==> config.mk <==
export PLATFORM = sky130hd
export DESIGN_NAME = qrisc32_ex_seq
export DESIGN_NICKNAME = d
export VERILOG_FILES = /design/src/rtl/qrisc32_ex_seq.sv
export SDC_FILE = /design/constraint.sdc
export NUM_CORES = 1
export LEC_CHECK = 0
export CORE_MARGIN = 2
export CORE_UTILIZATION = 45
export DETAILED_ROUTE_END_ITERATION = 8
export GPL_TIMING_DRIVEN = 0
export PLACE_DENSITY = 0.72
export SYNTH_ARGS = -nofsm -noshare
export SYNTH_HDL_FRONTEND = slang
export SYNTH_SLANG_ARGS = --single-unit
==> constraint.sdc <==
create_clock -name clk -period 3.7 [get_ports clk]
set_clock_uncertainty 0.2 [all_clocks]
set_input_delay 0.37 -clock clk [delete_from_list [all_inputs] [get_ports clk]]
set_output_delay 0.37 -clock clk [all_outputs]
set_load 0.1 [all_outputs]
==> src/rtl/qrisc32_ex_seq.sv <==
// Iterative EX-stage sequencer for MUL/SHL/SHR: shift-add multiplier and one-bit-per-cycle
// shifter that stalls the pipeline until the 32-bit result and Z/C flags are ready.
module qrisc32_ex_seq #(
  parameter int STEP_BITS = 1  // 1, 2 or 4 multiplier bits per RUN cycle
) (
  input  logic        clk,
  input  logic        reset,
  input  logic        start,
  input  logic [1:0]  op,
  input  logic [31:0] opa,
  input  logic [31:0] opb,
  input  logic        flush,
  output logic        busy,
  output logic        stall_req,
  output logic        done,
  output logic [31:0] result,
  output logic        flag_c,
  output logic        flag_z
);

  localparam logic [1:0] OP_MUL = 2'b00;
  localparam logic [1:0] OP_SHL = 2'b01;
  localparam logic [1:0] OP_SHR = 2'b10;
  localparam logic [1:0] OP_NOP = 2'b11;
  localparam logic [5:0] MUL_N  = 6'(32 / STEP_BITS);

  typedef enum logic [1:0] {S_IDLE, S_RUN, S_DONE} state_t;

  state_t      r_state;
  logic        r_busy;
  logic        r_done;
  logic [31:0] r_result;
  logic        r_c;
  logic        r_z;
  logic [5:0]  r_cnt;
  logic [1:0]  r_op;
  logic [32:0] r_acc;
  logic [32:0] r_mcand;
  logic [31:0] r_mplr;

  logic        w_accept;
  logic [5:0]  w_shift_n;
  logic [5:0]  w_n;
  logic [32:0] w_pp;
  logic [32:0] w_acc_next;
  logic [31:0] w_fin_res;
  logic        w_fin_c;

  assign w_accept  = start & ~flush & (r_state == S_IDLE);
  assign stall_req = w_accept | (r_state == S_RUN);

  // Any shift of 33 or more clears every bit of the 33-bit window, so 33 iterations suffice.
  assign w_shift_n = ((|opb[31:6]) || (opb[5:0] > 6'd33)) ? 6'd33 : opb[5:0];
  assign w_n       = (op == OP_MUL) ? MUL_N : w_shift_n;

  // Only the low 33 product bits are kept, so the accumulator wraps at 33 bits.
  assign w_pp = r_mcand * {{(33 - STEP_BITS){1'b0}}, r_mplr[STEP_BITS-1:0]};

  always_comb begin
    w_acc_next = r_acc;
    case (r_op)
      OP_MUL:  w_acc_next = r_acc + w_pp;
      OP_SHL:  w_acc_next = {r_acc[31:0], 1'b0};
      OP_SHR:  w_acc_next = {1'b0, r_acc[32:1]};
      default: w_acc_next = r_acc;
    endcase
  end

  // SHR keeps the carry below the result; MUL and SHL keep it above.
  assign w_fin_res = (r_op == OP_SHR) ? r_acc[32:1] : r_acc[31:0];
  assign w_fin_c   = (r_op == OP_SHR) ? r_acc[0]    : r_acc[32];

  always_ff @(posedge clk or negedge reset) begin
    if (!reset) begin
      r_state  <= S_IDLE;
      r_busy   <= 1'b0;
      r_done   <= 1'b0;
      r_result <= '0;
      r_c      <= 1'b0;
      r_z      <= 1'b0;
      r_cnt    <= '0;
      r_op     <= OP_MUL;
      r_acc    <= '0;
      r_mcand  <= '0;
      r_mplr   <= '0;
    end else begin
      r_done <= 1'b0;
      case (r_state)
        S_IDLE: begin
          if (w_accept) begin
            r_op   <= op;
            r_busy <= 1'b1;
            if (op == OP_NOP) begin
              r_state  <= S_DONE;
              r_done   <= 1'b1;
              r_result <= '0;
              r_c      <= 1'b0;
              r_z      <= 1'b1;
            end else begin
              r_state <= S_RUN;
              r_cnt   <= w_n;
              r_mcand <= {1'b0, opa};
              r_mplr  <= opb;
              case (op)
                OP_SHL:  r_acc <= {1'b0, opa};
                OP_SHR:  r_acc <= {opa, 1'b0};
                default: r_acc <= '0;
              endcase
            end
          end
        end
        S_RUN: begin
          if (flush) begin
            r_state <= S_IDLE;
            r_busy  <= 1'b0;
          end else if (r_cnt != 6'd0) begin
            r_cnt   <= r_cnt - 6'd1;
            r_acc   <= w_acc_next;
            r_mcand <= r_mcand << STEP_BITS;
            r_mplr  <= r_mplr >> STEP_BITS;
          end else begin
            r_state  <= S_DONE;
            r_done   <= 1'b1;
            r_result <= w_fin_res;
            r_c      <= w_fin_c;
            r_z      <= (w_fin_res == 32'd0);
          end
        end
        S_DONE: begin
          r_state <= S_IDLE;
          r_busy  <= 1'b0;
        end
        default: begin
          r_state <= S_IDLE;
          r_busy  <= 1'b0;
        end
      endcase
    end
  end

  assign busy   = r_busy;
  assign done   = r_done;
  assign result = r_result;
  assign flag_c = r_c;
  assign flag_z = r_z;

endmodule

==> key figures, run 1 <==
Run status
  • Outcome: completed

Power
  • Sequential fraction of design power: 28.6%
  • PwrDens: about 730 nW/µm²
  • Internal power: 4.72 mW
  • P_leak: 4.92 nW
  • P_sw: 4.11 mW
  • Clock share of power: 21.5%
  • Combinational fraction of design power: 50.0%
  • Switching share of power: 46.5%
  • Pwr Total: between 8 and 9 mW
  • Worst VDD drop: between 0.3 and 0.4 mV

Final layout
  • # diodes: 0
  • Core Util, Final: a little under three fifths
  • Final net count: 1470
  • Layout cells sized above 1: 5.62%
  • Area Overhead vs Synth: 21.1%
  • Non-filler cells, final: approximately 1700

Setup path
  • Family with the most delay on the worst path: compound AO/OA/AOI/OAI gates
  • Max FO, Critical Path: 10
  • CP Buf/Inv Count: 2
  • Crit Path Class: reg2reg
  • Worst setup SP type: flop
  • CP Cell Sequence: clkbuf_1, and2_1, ha_1, buf_6, a211oi_4, o21ai_2, a211oi_4, o2111ai_2, and4_1, or3_1, a31oi_1
  • Arrival time worst endpoint: between 3 and 4 ns
  • Most common cell on crit path: a211oi_4
  • Crit-path max cell delay: about 0.52 ns
  • Slowest stage cell, crit path: dfrtp_1
  • WP data required: 3.86 ns
  • Crit path capture type: flop

Synthesis
  • Mapped Cells: 1233
  • Post-synthesis net count: about 1300
  • Syn_area_per_cell: 8.04 µm²
  • Post-synth cell types: 73
  • Area of the mapped netlist: 9910 µm²
  • Share of the synthesized area in the top cell type: 36.3%
  • Number of synthesized flops with an enable pin: 0
  • Yosys reg bits: ~140
  • Post-synth ARST share: between 90% and 100%
  • Yosys top cell by area: dfrtp_1
  • Top_reg_cell synth: dfrtp_1
  • YS warnings: 0
  • Most frequent cells after synthesis: nand2_1, dfrtp_1, nor2_1, o21ai_0, a21oi_1
  • Most numerous cell in the Yosys netlist: nand2_1
  • Top area cells in the synthesized netlist: dfrtp_1, nand2_1, ha_1, a31oi_1, o21ai_0
  • Sequential share of the synthesized area: between 30 and 40%

CTS
  • Clock transition at the registers of the reported paths: 0.07 ns
  • Postcts setup bufs: 0
  • CTS buffer count: 17
  • Clock sink total: 144
  • CTS tree: yes
  • Clk root buf: clkbuf_16
  • CTS H-tree depth: 4
  • CTS max path bufs: 2
  • Clk_lat worst skew: roughly 0.44 ns

Die
  • Die W: 152 µm
  • Die Ht: about 150 µm
  • IO Count: 107
  • Cell row count: 54
  • Starting Density: 45.6%
  • Die area: 23200 µm²
  • Core Footprint: roughly 22000 µm²

Worst hold path
  • Hold Path Class: in2async

Global routing
  • Met1 Usage GRT: roughly 39%
  • Initial antenna violation count: 0
  • Number of global-route vias before repair: 9873
  • M3 GR Usage: around 6.1%
  • Layer with the highest usage: met2
  • Largest net degree at the start of global routing: 93
  • Global route total overflow: 0
  • GRT met2 Usage: about half
  • First-pass GRT wire length: 54.5 mm
  • GRT Total Usage: roughly 30%

Place
  • RePlAce Congestion: 0.964
  • Placed Cells: approximately 1600
  • DP Wirelength: ~26 mm
  • Setup WS pre-CTS: 0.168 ns
  • IO Port Bufs: 106

Drt
  • DRC errors left: 0
  • Initial drt markers: 1268
  • First drt pass iteration count: 8
  • Vias per cell: 6.12
  • Drt total wl: 34.2 mm
  • Routed via count: slightly above 10000
  • Routed wire length per instance: around 21 µm
  • Routed Antenna Nets: 0

STA
  • Final worst slack: 0.214 ns
  • Final hold vios: 0
  • Final setup vio count: 0
  • Worst-margin pin slew: 1.02 ns
  • Max_slew headroom: 31.7%
  • Fin crit period: approximately 3.5 ns
  • RSZ-0062 raised after global routing: no
  • FMAX: ~0.29 GHz
  • Slew Viols, Final: 0
  • Final period utilization: a little over nine tenths
  • Post-route setup TNS: 0 ns

Run
  • Total of max-cap violations: 0
path summary, 6_finish.rpt:
check	from	endpoint	slack [ns]	cells past startpoint
max	r_mplr[0]	r_acc[32]	0.21	11
min	reset	result[4]	0.25	2
max reg2reg	r_mplr[0]	r_acc[32]	0.21	11
min reg2reg	r_mcand[32]	r_mcand[32]	0.27	2
max in group asynchronous	reset	r_mcand[26]	2.20	3
min in group clk	r_mcand[32]	r_mcand[32]	0.27	2
layout by cell type, fill, tap and decap left out, types with 4 or more instances in the layout:
cell	instances
nand2_1	207
dfrtp_1	144
nor2_1	108
clkdlybuf4s50_1	105
o21ai_0	85
a21oi_1	81
a31oi_1	74
clkbuf_1	57
a22oi_1	46
mux2i_1	41
ha_1	40
and2_1	35
inv_1	29
nand3_1	26
nor3_1	23
buf_2	20
nor4_1	19
clkbuf_16	17
a22o_1	16
xnor2_1	14
or3_1	13
a21o_1	13
o21a_1	11
buf_1	8
nand4_1	8
o22ai_1	8
nand2b_1	5
o211ai_1	5
and3_1	5
a211oi_1	5
o221ai_1	5
o21bai_1	5
xor2_1	5
inv_6	5
nor2b_1	4
o21ai_1	4
bufinv_16	4
clkinvlp_4	4
state kept, by name, summed over array words and instances, names as in the netlist:
signal	flops
busy	1
done	1
flag_c	1
flag_z	1
r_acc	33
r_cnt	6
r_mcand	33
r_mplr	32
r_op	2
r_state	2
result	32
final cells by class:
class | count | area [µm²]
clock inverter | 14 | 203
clock buffer | 17 | 425
buffer | 89 | 375
inverter | 30 | 113
multi-input combinational | 969 | 5830
fill | 2105 | 9750
tap | 280 | 350
sequential | 144 | 3600
timing repair buffer | 108 | 1100
repair_timing:
| item | CTS | global route |
|---|---|---|
| endpoints found under the setup margin | 0 | 10 |
| hold buffers | 1 | 0 |
| hold endpoints to repair | 52 | 0 |
| gates resized for setup | 0 | 4 |
stage by stage:
| step | instance area, µm² | hold slack [ns] |
|---|---|---|
| 6_report | 12000 | 0.249 |
| 5_1_grt | 12000 | 0.303 |
| 4_1_cts | 12000 | 0.272 |
| 3_5_place_dp | 11400 | 0.159 |
| 3_3_place_gp | 11300 | 0.254 |
| 2_1_floorplan | 9910 | -0.126 |
routing by layer:
metal | vias up | share of wire (%)
met1 | 4818 | 43
met5 | - | 0
met4 | 0 | 2.9
li1 | 4742 | -
met3 | 73 | 8.2
met2 | 467 | 46
power groups by stage:
stage          clock network (mW)  logic, mW  registers, mW
2_1_floorplan                   0       2.86           2.63
3_3_place_gp                    0       4.27           2.51
3_5_place_dp                    0       4.29           2.52
4_1_cts                      1.90       4.32           2.49
5_1_grt                      1.96       4.85           2.57
6_report                     1.89       4.41           2.52
cells by family after synthesis:
group                    share of synthesized area (%)
buffers and inverters                             4.95
flip-flops                                        36.3
AO/OA/AOI/OAI                                     26.1
XOR/XNOR                                          1.68
multiplexers                                      4.14
AND/OR/NAND/NOR                                   21.6
adder cells (fa/ha/maj)                           5.25
(Power assumes the default switching activity.)
==> run 2, diff against run 1 <==
- HOLD_SLACK_MARGIN: not set -> 0.1
==> results of run 2 <==
Same layout as run 1: the final DEF is identical, and so are final timing and power.
